File: src/rtl/mm_pcpi_loader.sv
// Sequencer that turns a byte stream into custom-0 PCPI writes (A, B, bias, threshold),
// then optionally issues start, waits for completion (with timeout) and issues clear.
// Ports: clk/resetn (sync, active-low); in_data/in_valid/in_ready byte stream;
//        pcpi_valid/pcpi_insn/pcpi_ready/pcpi_wait coprocessor side; busy/done/err status.
module mm_pcpi_loader #(
  parameter int TIMEOUT_CYCLES = 32
) (
  input  logic        clk,
  input  logic        resetn,
  input  logic [7:0]  in_data,
  input  logic        in_valid,
  output logic        in_ready,
  output logic        pcpi_valid,
  output logic [31:0] pcpi_insn,
  input  logic        pcpi_ready,
  input  logic        pcpi_wait,
  output logic        busy,
  output logic        done,
  output logic        err
);

  // Counter only needs to hold 0..TIMEOUT_CYCLES-1; the last value triggers the timeout.
  localparam int              TW          = (TIMEOUT_CYCLES > 1) ? $clog2(TIMEOUT_CYCLES) : 1;
  localparam logic [TW-1:0]   TMO_LAST    = TW'(TIMEOUT_CYCLES - 1);
  localparam logic [6:0]      OPC_CUSTOM0 = 7'b0001011;
  localparam logic [31:0]     INSN_START  = {1'b0, 16'h0000, 3'b111, 5'd0, OPC_CUSTOM0};
  localparam logic [31:0]     INSN_CLEAR  = {1'b0, 16'h0000, 3'b101, 5'd0, OPC_CUSTOM0};

  typedef enum logic [3:0] {
    S_IDLE, S_RX_LO, S_RX_HI, S_ISSUE_WR, S_RUN_START, S_GUARD, S_WAIT, S_CLEAR, S_DONE
  } state_t;

  state_t         r_state, w_state_nxt;
  logic [3:0]     r_sel, w_sel_nxt;
  logic           r_run, w_run_nxt;
  logic [4:0]     r_addr, w_addr_nxt;
  logic [7:0]     r_lo, w_lo_nxt;
  logic [15:0]    r_val, w_val_nxt;
  logic [TW-1:0]  r_tmo, w_tmo_nxt;
  logic           r_err, w_err_nxt;
  logic           r_in_ready, r_pcpi_valid, r_busy, r_done;
  logic [31:0]    r_pcpi_insn;
  logic           w_valid_nxt;
  logic [31:0]    w_insn_nxt;
  logic           w_acc;
  logic [5:0]     w_first;
  logic [5:0]     w_adv;

  // Group index of an address: 0=A, 1=B, 2=bias, 3=threshold.
  function automatic logic [2:0] f_group(input logic [4:0] a);
    if (a < 5'd9)       return 3'd0;
    else if (a < 5'd18) return 3'd1;
    else if (a < 5'd27) return 3'd2;
    else                return 3'd3;
  endfunction

  function automatic logic f_last_in_group(input logic [4:0] a);
    return (a == 5'd8) || (a == 5'd17) || (a == 5'd26) || (a == 5'd27);
  endfunction

  // {found, start address} of the lowest selected group at or after from_grp.
  function automatic logic [5:0] f_first_sel(input logic [3:0] sel, input logic [2:0] from_grp);
    logic [5:0] res;
    res = 6'd0;
    if (from_grp <= 3'd3 && sel[3]) res = {1'b1, 5'd27};
    if (from_grp <= 3'd2 && sel[2]) res = {1'b1, 5'd18};
    if (from_grp <= 3'd1 && sel[1]) res = {1'b1, 5'd9};
    if (from_grp == 3'd0 && sel[0]) res = {1'b1, 5'd0};
    return res;
  endfunction

  always_ff @(posedge clk) begin
    if (!resetn) begin
      r_state      <= S_IDLE;
      r_sel        <= '0;
      r_run        <= 1'b0;
      r_addr       <= '0;
      r_lo         <= '0;
      r_val        <= '0;
      r_tmo        <= '0;
      r_err        <= 1'b0;
      r_in_ready   <= 1'b0;
      r_pcpi_valid <= 1'b0;
      r_pcpi_insn  <= '0;
      r_busy       <= 1'b0;
      r_done       <= 1'b0;
    end else begin
      r_state      <= w_state_nxt;
      r_sel        <= w_sel_nxt;
      r_run        <= w_run_nxt;
      r_addr       <= w_addr_nxt;
      r_lo         <= w_lo_nxt;
      r_val        <= w_val_nxt;
      r_tmo        <= w_tmo_nxt;
      r_err        <= w_err_nxt;
      // Outputs are registered from the next state so they line up with it.
      r_in_ready   <= (w_state_nxt == S_IDLE) || (w_state_nxt == S_RX_LO) || (w_state_nxt == S_RX_HI);
      r_pcpi_valid <= w_valid_nxt;
      r_pcpi_insn  <= w_insn_nxt;
      r_busy       <= (w_state_nxt != S_IDLE);
      r_done       <= (w_state_nxt == S_DONE);
    end
  end

  always_comb begin
    w_state_nxt = r_state;
    w_sel_nxt   = r_sel;
    w_run_nxt   = r_run;
    w_addr_nxt  = r_addr;
    w_lo_nxt    = r_lo;
    w_val_nxt   = r_val;
    w_tmo_nxt   = r_tmo;
    w_err_nxt   = r_err;
    w_acc       = in_valid & r_in_ready;
    w_first     = f_first_sel(in_data[3:0], 3'd0);
    // Next address: step within the group, else jump to the next selected group.
    if (!f_last_in_group(r_addr)) w_adv = {1'b1, r_addr + 5'd1};
    else                          w_adv = f_first_sel(r_sel, 3'(f_group(r_addr) + 3'd1));

    case (r_state)
      S_IDLE: begin
        if (w_acc) begin
          w_sel_nxt = in_data[3:0];
          w_run_nxt = in_data[7];
          w_err_nxt = 1'b0;
          if (w_first[5]) begin
            w_addr_nxt  = w_first[4:0];
            w_state_nxt = S_RX_LO;
          end else if (in_data[7]) begin
            w_state_nxt = S_RUN_START;
          end else begin
            w_state_nxt = S_DONE;
          end
        end
      end
      S_RX_LO: begin
        if (w_acc) begin
          w_lo_nxt    = in_data;
          w_state_nxt = S_RX_HI;
        end
      end
      S_RX_HI: begin
        if (w_acc) begin
          w_val_nxt   = {in_data, r_lo};
          w_state_nxt = S_ISSUE_WR;
        end
      end
      S_ISSUE_WR: begin
        if (pcpi_ready) begin
          if (w_adv[5]) begin
            w_addr_nxt  = w_adv[4:0];
            w_state_nxt = S_RX_LO;
          end else if (r_run) begin
            w_state_nxt = S_RUN_START;
          end else begin
            w_state_nxt = S_DONE;
          end
        end
      end
      S_RUN_START: w_state_nxt = S_GUARD;
      S_GUARD: begin
        // Ignores pcpi_ready so a stale ready from the start cycle is not taken as completion.
        w_tmo_nxt   = '0;
        w_state_nxt = S_WAIT;
      end
      S_WAIT: begin
        if (pcpi_ready && !pcpi_wait) begin
          w_state_nxt = S_CLEAR;
        end else if (r_tmo == TMO_LAST) begin
          w_err_nxt   = 1'b1;
          w_state_nxt = S_CLEAR;
        end else begin
          w_tmo_nxt = r_tmo + 1'b1;
        end
      end
      S_CLEAR: begin
        if (pcpi_ready) w_state_nxt = S_DONE;
      end
      S_DONE:  w_state_nxt = S_IDLE;
      default: w_state_nxt = S_IDLE;
    endcase

    w_valid_nxt = 1'b0;
    w_insn_nxt  = '0;
    case (w_state_nxt)
      S_ISSUE_WR: begin
        w_valid_nxt = 1'b1;
        w_insn_nxt  = {1'b0, w_val_nxt, 3'b000, w_addr_nxt, OPC_CUSTOM0};
      end
      S_RUN_START: begin
        w_valid_nxt = 1'b1;
        w_insn_nxt  = INSN_START;
      end
      S_CLEAR: begin
        w_valid_nxt = 1'b1;
        w_insn_nxt  = INSN_CLEAR;
      end
      default: begin
        w_valid_nxt = 1'b0;
        w_insn_nxt  = '0;
      end
    endcase
  end

  assign in_ready   = r_in_ready;
  assign pcpi_valid = r_pcpi_valid;
  assign pcpi_insn  = r_pcpi_insn;
  assign busy       = r_busy;
  assign done       = r_done;
  assign err        = r_err;

endmodule

File: config.mk
export PLATFORM = sky130hd
export DESIGN_NAME = mm_pcpi_loader
export DESIGN_NICKNAME = d
export VERILOG_FILES = /design/src/rtl/mm_pcpi_loader.sv
export SDC_FILE = /design/constraint.sdc
export NUM_CORES = 1
export LEC_CHECK = 0
export BUFFER_PORTS_ARGS = -buffer_cell sky130_fd_sc_hd__buf_2
export CAP_MARGIN = 20
export CORE_MARGIN = 2
export CORE_UTILIZATION = 51
export DETAILED_ROUTE_END_ITERATION = 8
export PLACE_DENSITY = 0.73
export SLEW_MARGIN = 20
export SYNTH_ARGS = -nofsm -noshare
export SYNTH_HDL_FRONTEND = slang
export SYNTH_SLANG_ARGS = --single-unit
File: constraint.sdc
create_clock -name clk -period 3.4 [get_ports clk]
set_input_delay 0.68 -clock clk [delete_from_list [all_inputs] [get_ports clk]]
set_output_delay 0.68 -clock clk [all_outputs]
set_load 0.01 [all_outputs]
==> impl_results.md <==
- Row Count: 28
- Final period util: 0.726
- Slew Viols, Final: 0
- Area occupied by registers: 1400 um2
- DIE AREA: 6890 um2
- First-pass GRT wire length: 10,900 um
- DR WL/cell: 14.6 um
- Iter 0 DRT Violations: 175
- Skew final: 0.00875 ns
- Gpl congestion: 0.938
- #FFs+latches synth: 70
- Post-layout util: 0.591
- Asr flop ratio synth: 0
- PwrDens: 465 nW/um2
- Die Wd: 83 um
- Syn. warnings: 0
- Via/cell ratio: 5.62
- Initial antenna violation count: 0
- Crit end category: flop
- Min-Delay Endpoint: r_val[8]
- RR Endpoint: pcpi_insn[27]
- Reg-to-reg slack, setup: 0.93 ns
- Drt pass-1 iters: 4
- Fin. Hold Viols: 0
- RR Startpoint: r_addr[0]
- Total of max-cap violations: 0
- Leakage power: 1.65 nW
- Startpoint Class: flop
- Setup bufs post-CTS: 0
- Syn avg cell area: 9.25 um2
- CTS root buf: clkbuf_8
- Initial Util: 0.531
- # setup viols final: 0
- Hold slack final: 0.492 ns
- Worst-path fanout max: 21
- Worst-margin pin slew: 0.559 ns
- Core ar.: 5990 um2
- Largest net degree at the start of global routing: 52
- Drt drc: 0
- Commonest non-fill, non-tap cells in the layout: dfxtp_1 (70), nor2_1 (47), buf_2 (44)
- Hold_sp: r_val[8]
- Max Fclk: 405 MHz
- Worst Path Arrival: 2.69 ns
- Post-synthesis sequential area ratio: 0.440
- Placed Area: 3340 um2
- Fill count: 553
- Predominant post-synthesis flop cell: dfxtp_1
- Mapped cell area: 3180 um2
- CTS tree: built
- Antenna viol nets, final: 0
- Area delta synth->final: 11.3%
- Remaining Overflow, GRT: 0
- GRT Overall Usage: 0.194
- Die Height: 83 um
- Hold depth: 2
- Tmin final: 2.47 ns
- Critical Path RT: 3.62 ns
- Area of the multi-input gates: 1580 um2
- Design Area, Final: 3540 um2
- Unrepaired setup endpoints after global routing: false
- Min-delay worst type: flop to flop
- Crit path kind: flop to flop
- Post-DP HPWL: 4660 um
- CTS sink cnt: 70
- Layout cells sized above 1: 0.226
- Cell count of the worst reg-to-reg path: 7
- Commonest non-fill, non-tap cell in the layout: dfxtp_1
- Max transition margin: 0.626
- Vias in the first global route: 2,299
- Clock Tree Buf Depth: 2
- Status: finished clean
- Worst-Skew Late Latency: 0.35 ns
- Worst VDD drop: 0.000287 V
- # nets final: 394
- Hold-fix buffers, CTS: 0
- H-tree levels: 3
- Pwr Total: 1.65 mW
- Post-synth EDFFs: 0
- # port buffers: 44
- Clock slew at reported path FFs: 0.08 ns
- Drt total wl: 6640 um
- Mapped Cells: 344
- Post-CTS sizing: 0
- CTS buffer count: 9
- I/O pin cnt: 50
- Via count: 2,558
- Yosys cell types: 57
- Diodes inserted: 0
- Setup_tns: 0 ns
worst max-delay path by stage:
stage                from             to  slack (ns)  depth (start not counted)
5_1_grt         r_addr[0]  pcpi_insn[25]        0.78                          7
6_report        r_addr[0]  pcpi_insn[27]        0.93                          7
3_3_place_gp   in_data[3]  pcpi_insn[23]        0.94                          6
3_5_place_dp   in_data[3]  pcpi_insn[25]        0.89                          6
2_1_floorplan    in_valid  pcpi_insn[15]        1.33                          8
4_1_cts         r_addr[0]  pcpi_insn[26]        0.93                          7
kinds of logic after synthesis:
kind of cell / after synthesis / synth area share
AOI/OAI and AO/OA: 59 / 0.131
muxes: 27 / 0.0849
and+or+nand+nor: 141 / 0.247
xor gates and xnor gates: 2 / 0.00550
DFF: 70 / 0.440
buffers and inverters: 38 / 0.0668
other: 1 / 0.00118
adders and majority gates: 6 / 0.0236
report_power, final:
| group | switching (mW) | leakage, nW | total (mW) | internal, mW |
|---|---|---|---|---|
| sequential | 0.0158 | 0.565 | 0.847 | 0.831 |
| clock | 0.327 | 0.0931 | 0.671 | 0.344 |
| combinational | 0.0852 | 0.991 | 0.130 | 0.0452 |
area by class of cell:
| class | instances | area share |
|---|---|---|
| multi-input cells | 240 | 0.447 |
| flip-flops and latches | 70 | 0.395 |
| repair buffers | 46 | 0.0664 |
| clock buffers | 10 | 0.0360 |
| well taps | 75 | 0.0265 |
| clock inverters | 6 | 0.0201 |
| inverters | 8 | 0.00847 |
critical path: stages (launching register included):
cell      delay (ns)
dfxtp_1         0.54
ha_1            0.28
and4bb_4        0.26
a211oi_4        0.44
nand2_2         0.08
o32a_4          0.36
nand2b_4        0.27
nor3_1          0.09
metrics by stage:
stage               instances  setup WS (ns)
finish                    455          0.931
global route              455          0.776
CTS                       455          0.931
detailed placement        439          0.890
global placement          439          0.935
floorplan                 348           1.33
sequential cells by signal (all words and copies together), names as in the netlist, 3 cells and up:
signal and count:
pcpi_insn 23, r_lo 8, r_tmo 5, r_sel 3, r_addr 5, r_val 16, r_state 4
cell usage after synthesis, types with 3 or more instances:
master    count  area (um2)
a21oi_1      14        70.1
a22oi_1       3        22.5
a31oi_1       4        25.0
and2_1        3        18.8
and3_1        3        18.8
and3b_1       3        26.3
buf_1         3        11.3
buf_2         8        40.0
buf_4        10        75.1
buf_6         3        33.8
clkbuf_1      6        22.5
dfxtp_1      70        1400
ha_1          6        75.1
inv_1         8        30.0
mux2i_1      27         270
nand2_1      22        82.6
nand2b_1      5        31.3
nand3_1       9        45.0
nand4_1       4        25.0
nor2_1       47         176
nor2b_1       7        43.8
nor3_1       13        65.1
nor3_2       10         100
o211ai_1      6        45.0
o21ai_0       9        45.0
o21ai_1       3        15.0
o22ai_1       3        18.8
o31ai_1       4        30.0
metal layers:
metal | vias up | part of all wire | track usage
li1 | 1261 | - | -
met1 | 1201 | 0.46 | 0.262
met2 | 80 | 0.46 | 0.291
met3 | 16 | 0.057 | 0.0417
met4 | 0 | 0.025 | 0.103
met5 | - | 0 | 0
(Power assumes the default switching activity.)
